`src/rtl/sr_latch_pkg.sv`:
```
// Shared types for the synchronous SR latch: state encoding, output bundle, decode helper.
// Pure declarations; no latency or backpressure involved.
package sr_latch_pkg;

    typedef enum logic [1:0] {
        ST_Q0     = 2'd0,
        ST_Q1     = 2'd1,
        ST_FORBID = 2'd2
    } sr_state_e;

    localparam int SYNC_STAGES_MAX = 3;

    typedef struct packed {
        logic q;
        logic qbar;
        logic forbidden;
    } sr_out_t;

    function automatic sr_out_t decode_state(input sr_state_e st);
        sr_out_t o;
        o = '{q: 1'b0, qbar: 1'b1, forbidden: 1'b0};
        case (st)
            ST_Q1:     o = '{q: 1'b1, qbar: 1'b0, forbidden: 1'b0};
            ST_FORBID: o = '{q: 1'b1, qbar: 1'b1, forbidden: 1'b1};
            default:   o = '{q: 1'b0, qbar: 1'b1, forbidden: 1'b0};
        endcase
        return o;
    endfunction

endpackage

```
`src/rtl/sr_sync.sv`:
```
// N-stage input synchronizer, flops reset to 1 (the inactive level of an active-low request).
// Latency STAGES edges; STAGES=0 is a plain wire. No backpressure.
module sr_sync #(
    parameter int STAGES = 0
) (
    input  logic clk,
    input  logic rst_n,
    input  logic d,
    output logic q
);

    generate
        if (STAGES == 0) begin : g_bypass
            assign q = d;
        end else begin : g_chain
            logic [STAGES-1:0] chain_q;
            logic [STAGES-1:0] chain_d;

            always_comb begin
                chain_d    = chain_q;
                chain_d[0] = d;
                for (int i = 1; i < STAGES; i++) begin
                    chain_d[i] = chain_q[i-1];
                end
            end

            always_ff @(posedge clk) begin
                if (!rst_n) begin
                    chain_q <= '1;
                end else begin
                    chain_q <= chain_d;
                end
            end

            assign q = chain_q[STAGES-1];
        end
    endgenerate

endmodule

```
`src/rtl/sr_latch_sync.sv`:
```
// Clocked SR latch with active-low S/R, optional input synchronizers and forbidden-state tracking.
// Latency SYNC_STAGES+1 edges from raw input to registered outputs. No backpressure.
module sr_latch_sync
    import sr_latch_pkg::*;
#(
    parameter int   SYNC_STAGES   = 0,
    parameter logic FORBID_EXIT_Q = 1'b0
) (
    input  logic clk,
    input  logic rst_n,
    input  logic S,
    input  logic R,
    output logic Q,
    output logic Qbar,
    output logic forbidden,
    output logic forbid_exit
);

    localparam int STAGES_EFF = (SYNC_STAGES > SYNC_STAGES_MAX) ? SYNC_STAGES_MAX :
                                (SYNC_STAGES < 0) ? 0 : SYNC_STAGES;

    logic s_eff;
    logic r_eff;

    sr_sync #(.STAGES(STAGES_EFF)) u_sync_s (
        .clk   (clk),
        .rst_n (rst_n),
        .d     (S),
        .q     (s_eff)
    );

    sr_sync #(.STAGES(STAGES_EFF)) u_sync_r (
        .clk   (clk),
        .rst_n (rst_n),
        .d     (R),
        .q     (r_eff)
    );

    sr_state_e state_q;
    sr_state_e state_d;
    sr_out_t   out_q;
    sr_out_t   out_d;
    logic      forbid_exit_q;
    logic      forbid_exit_d;

    always_comb begin
        state_d       = state_q;
        forbid_exit_d = 1'b0;
        case ({s_eff, r_eff})
            2'b01:   state_d = ST_Q1;
            2'b10:   state_d = ST_Q0;
            2'b00:   state_d = ST_FORBID;
            default: begin
                // Releasing both requests at once leaves the latch undefined; pick FORBID_EXIT_Q.
                if (state_q == ST_FORBID) begin
                    state_d       = FORBID_EXIT_Q ? ST_Q1 : ST_Q0;
                    forbid_exit_d = 1'b1;
                end
            end
        endcase
        out_d = decode_state(state_d);
    end

    always_ff @(posedge clk) begin
        if (!rst_n) begin
            state_q       <= ST_Q0;
            out_q         <= '{q: 1'b0, qbar: 1'b1, forbidden: 1'b0};
            forbid_exit_q <= 1'b0;
        end else begin
            state_q       <= state_d;
            out_q         <= out_d;
            forbid_exit_q <= forbid_exit_d;
        end
    end

    assign Q           = out_q.q;
    assign Qbar        = out_q.qbar;
    assign forbidden   = out_q.forbidden;
    assign forbid_exit = forbid_exit_q;

endmodule

```
`config.mk`:
```
export PLATFORM = sky130hd
export DESIGN_NAME = sr_latch_sync
export DESIGN_NICKNAME = d
export VERILOG_FILES = /design/src/rtl/sr_latch_pkg.sv /design/src/rtl/sr_sync.sv /design/src/rtl/sr_latch_sync.sv
export SDC_FILE = /design/constraint.sdc
export NUM_CORES = 1
export LEC_CHECK = 0
export CAP_MARGIN = 20
export CORE_AREA = 2 2 39 41
export DETAILED_ROUTE_END_ITERATION = 8
export DIE_AREA = 0 0 41 43
export PLACE_DENSITY_LB_ADDON = 0.08
export SLEW_MARGIN = 10
export SYNTH_ARGS = -nofsm -noshare
export SYNTH_HDL_FRONTEND = slang
export SYNTH_SLANG_ARGS = --single-unit
```
`constraint.sdc`:
```
create_clock -name clk -period 1.1 [get_ports clk]
set_input_delay 0.22 -clock clk [delete_from_list [all_inputs] [get_ports clk]]
set_output_delay 0.22 -clock clk [all_outputs]
set_load 0.01 [all_outputs]
```
==> impl_metrics.json <==
{
  "io_pins": 8,
  "pwr-share-clk_pct": 42.1,
  "status": "finished clean",
  "wire_per_inst_um": 8.55,
  "worstSetupPathType": "flop to primary output",
  "ys_types": 13,
  "fin_crit_sh_pct": 93.0,
  "numClockSinks": 6,
  "cts_buffer_depth": 2,
  "synth_area_um2": 236,
  "yosysWarnings": 0,
  "drv_cap": 0,
  "clkSlewWorstSetupHoldPaths_ns": 0.05,
  "overflow": 0,
  "clk_latency_ns": 0.24,
  "setup_viol": 0,
  "slew_headroom_pct": 88.0,
  "antenna_found_initial": 0,
  "cts_buffers": 3,
  "port_buffers": 7,
  "holdPathStages": 3,
  "startpoint_type": "flop",
  "drtIter0Drc": 5,
  "hold-worst-slack_ns": 0.427,
  "power_switching_share_pct": 22.2,
  "synth-simple-area-share_pct": 32.3,
  "total_power_uw": 491,
  "final_area_um2": 357,
  "netlist.area_leader.share_pct": 50.8,
  "grt_pass1_vias": 172,
  "worst_path_max_delay_cell": "dfxtp_1",
  "power_switching_uw": 109,
  "viasPerCell": 3.65,
  "p_int_uw": 382,
  "synthCells": 23,
  "ant_nets": 0,
  "grt_pass1_wl_um": 703,
  "r2r-end": "Q",
  "rsz0062_at_grt": "no",
  "syn_avg_cell_area_um2": 10.3,
  "synth-xor-area-share_pct": 0,
  "core_area_mm2": 0.00138,
  "dpl_cell_area_um2": 334,
  "hp-start": "R",
  "gp_congestion": 0.672,
  "grt_usage_pct": 7.02,
  "worstPathMaxFanout": 1,
  "dr_total_vias": 186,
  "share_comb_of_total_power_pct": 11.1,
  "synth_top_family_by_area": "simple AND/OR/NAND/NOR gates",
  "hold_class": "input pin to flop",
  "cp_data_required_time_ns": 0.88,
  "fin_setup_tns_ns": 0,
  "ir_worst_vdd_v": 0.000277,
  "drv_slew": 0,
  "synth_seq_cells": 6,
  "cp-end-kind": "primary output",
  "remaining_drc_errors": 0,
  "fin_skew_ns": 0.000740,
  "cts_tree": "built",
  "crit_arrival_ns": 0.80,
  "power.leakage_uw": 0.000165,
  "crit_family": "flip-flops",
  "max_stage_delay_ns": 0.29,
  "hold_end": "forbid_exit",
  "path_buf_inv": 1,
  "synth_fa_ha_area_share_pct": 10.6,
  "drt-pass1-iter-count": 2,
  "final_util_pct": 25.8,
  "synthMuxAreaShare_pct": 0,
  "cts-root-buf": "clkbuf_4",
  "synth_top_cell_by_area": "dfxtp_1",
  "reg2reg_depth": 4,
  "grt_max_degree": 6,
  "nNetsFinal": 43,
  "r2r_slack_ns": 0.10,
  "final-hold-violation-count": 0,
  "die_x_um": 41,
  "nFillCells": 155,
  "initial_core_util_pct": 17.1,
  "ys_top_cells_by_area": "dfxtp_1 51%, ha_1 11%, nand2_1 6.3%",
  "htree_num_levels": 1,
  "synth-compound-area-share_pct": 4.76,
  "worstPathCellList": "dlygate4sd2_1",
  "route.final.wire_length_um": 436,
  "place_hpwl_um": 314,
  "num_rows": 14,
  "die-area_mm2": 0.00176,
  "syn_to_final_growth_pct": 50.8,
  "max_freq_mhz": 977,
  "worst_slew_pin_slew_ns": 0.180,
  "min_period_ns": 1.02,
  "die_y_um": 43,
  "syn_nets": 29,
  "seq_power_share_pct": 46.8,
  "p_per_area_mw_per_mm2": 1380,
  "r2r-start": "state_q[0]",
  "diodes": 0,
  "drive_gt1_share_pct": 25.7,
  "yosysSeqAreaShare_pct": 50.8
}
[placed cells by master, fill, tap and decap left out, drive strengths merged]
cell type / netlist / layout
buf: 0 / 2
nor3: 1 / 1
dfxtp: 6 / 6
nand2b: 1 / 1
ha: 2 / 2
a21boi: 1 / 1
dlygate4sd2: 0 / 6
nand4: 1 / 1
clkbuf: 0 / 3
nor2b: 2 / 2
and2: 3 / 3
or2: 1 / 1
nand2: 4 / 4
inv: 1 / 1
clkdlybuf4s50: 0 / 1
[repair_timing]
item | in CTS | in global routing
resized for setup | 6 | 0
endpoints found under the hold margin | 0 | 0
hold buffers | 0 | 0
setup buffers | 1 | 0
endpoints found under the setup margin | 7 | 0
[sequential cells by signal, summed over array words and instances, names as in the netlist]
| name | flops |
|---|---|
| Q | 1 |
| Qbar | 1 |
| forbid_exit | 1 |
| forbidden | 1 |
| state_q | 2 |
[tightest hold or removal path, cell delays in order]
cell and delay, ns:
dlygate4sd2_1 0.27, nand2_1 0.09, nor3_1 0.04
[worst max-delay path by stage]
stage,from,end,slack [ns],depth (start not counted)
5_1_grt,state_q[0],Q,0.01,4
2_1_floorplan,state_q[0],Q,0.19,4
3_5_place_dp,R,Q,-0.34,5
6_report,Q,Q,0.08,1
4_1_cts,Q,Q,0.07,1
3_3_place_gp,R,Q,-0.34,5
[layout make-up]
cell class	count	area, µm²	area share (%)
multi-input cells	16	113	31.6
flip-flops and latches	6	120	33.7
well taps	16	20.0	5.61
repair buffers	9	77.6	21.8
clock buffers	3	22.5	6.32
inverters	1	3.75	1.05
[Yosys cell counts]
cell type / count
dfxtp_1: 6
nand2_1: 4
ha_1: 2
nor2b_1: 2
a21boi_2: 1
and2_1: 1
and2_2: 1
and2_4: 1
inv_1: 1
nand2b_1: 1
nand4_1: 1
nor3_1: 1
or2_4: 1
[cells by family (layout without fill, tap and decap cells)]
group	count (synthesis)	count (layout)
buffers and inverters	1	13
flip-flops	6	6
AND/OR/NAND/NOR	13	13
AO/OA/AOI/OAI	1	1
adder cells (fa/ha/maj)	2	2
[metrics by stage]
stage | setup slack [ns] | std cells
2_1_floorplan | 0.185 | 23
3_3_place_gp | -0.341 | 47
3_5_place_dp | -0.342 | 47
4_1_cts | 0.0652 | 51
5_1_grt | 0.0122 | 51
6_report | 0.0765 | 51
[metal layers]
metal | vias to the layer above | track usage, % | share of wire [%]
met2 | 5 | 8.13 | 47
met5 | - | 0 | 0
met3 | 2 | 3.14 | 7.8
met4 | 0 | 10.0 | 1.1
met1 | 82 | 7.37 | 44
li1 | 97 | - | -
[power by group through the flow]
stage / sequential, µW / combinational (µW) / clock (µW)
global route: 231 / 60.9 / 233
global placement: 234 / 61.9 / 0
CTS: 230 / 55.5 / 218
finish: 230 / 54.5 / 207
detailed placement: 234 / 62.1 / 0
floorplan: 238 / 24.6 / 0
No activity file was read; power rests on OpenSTA's default activity.
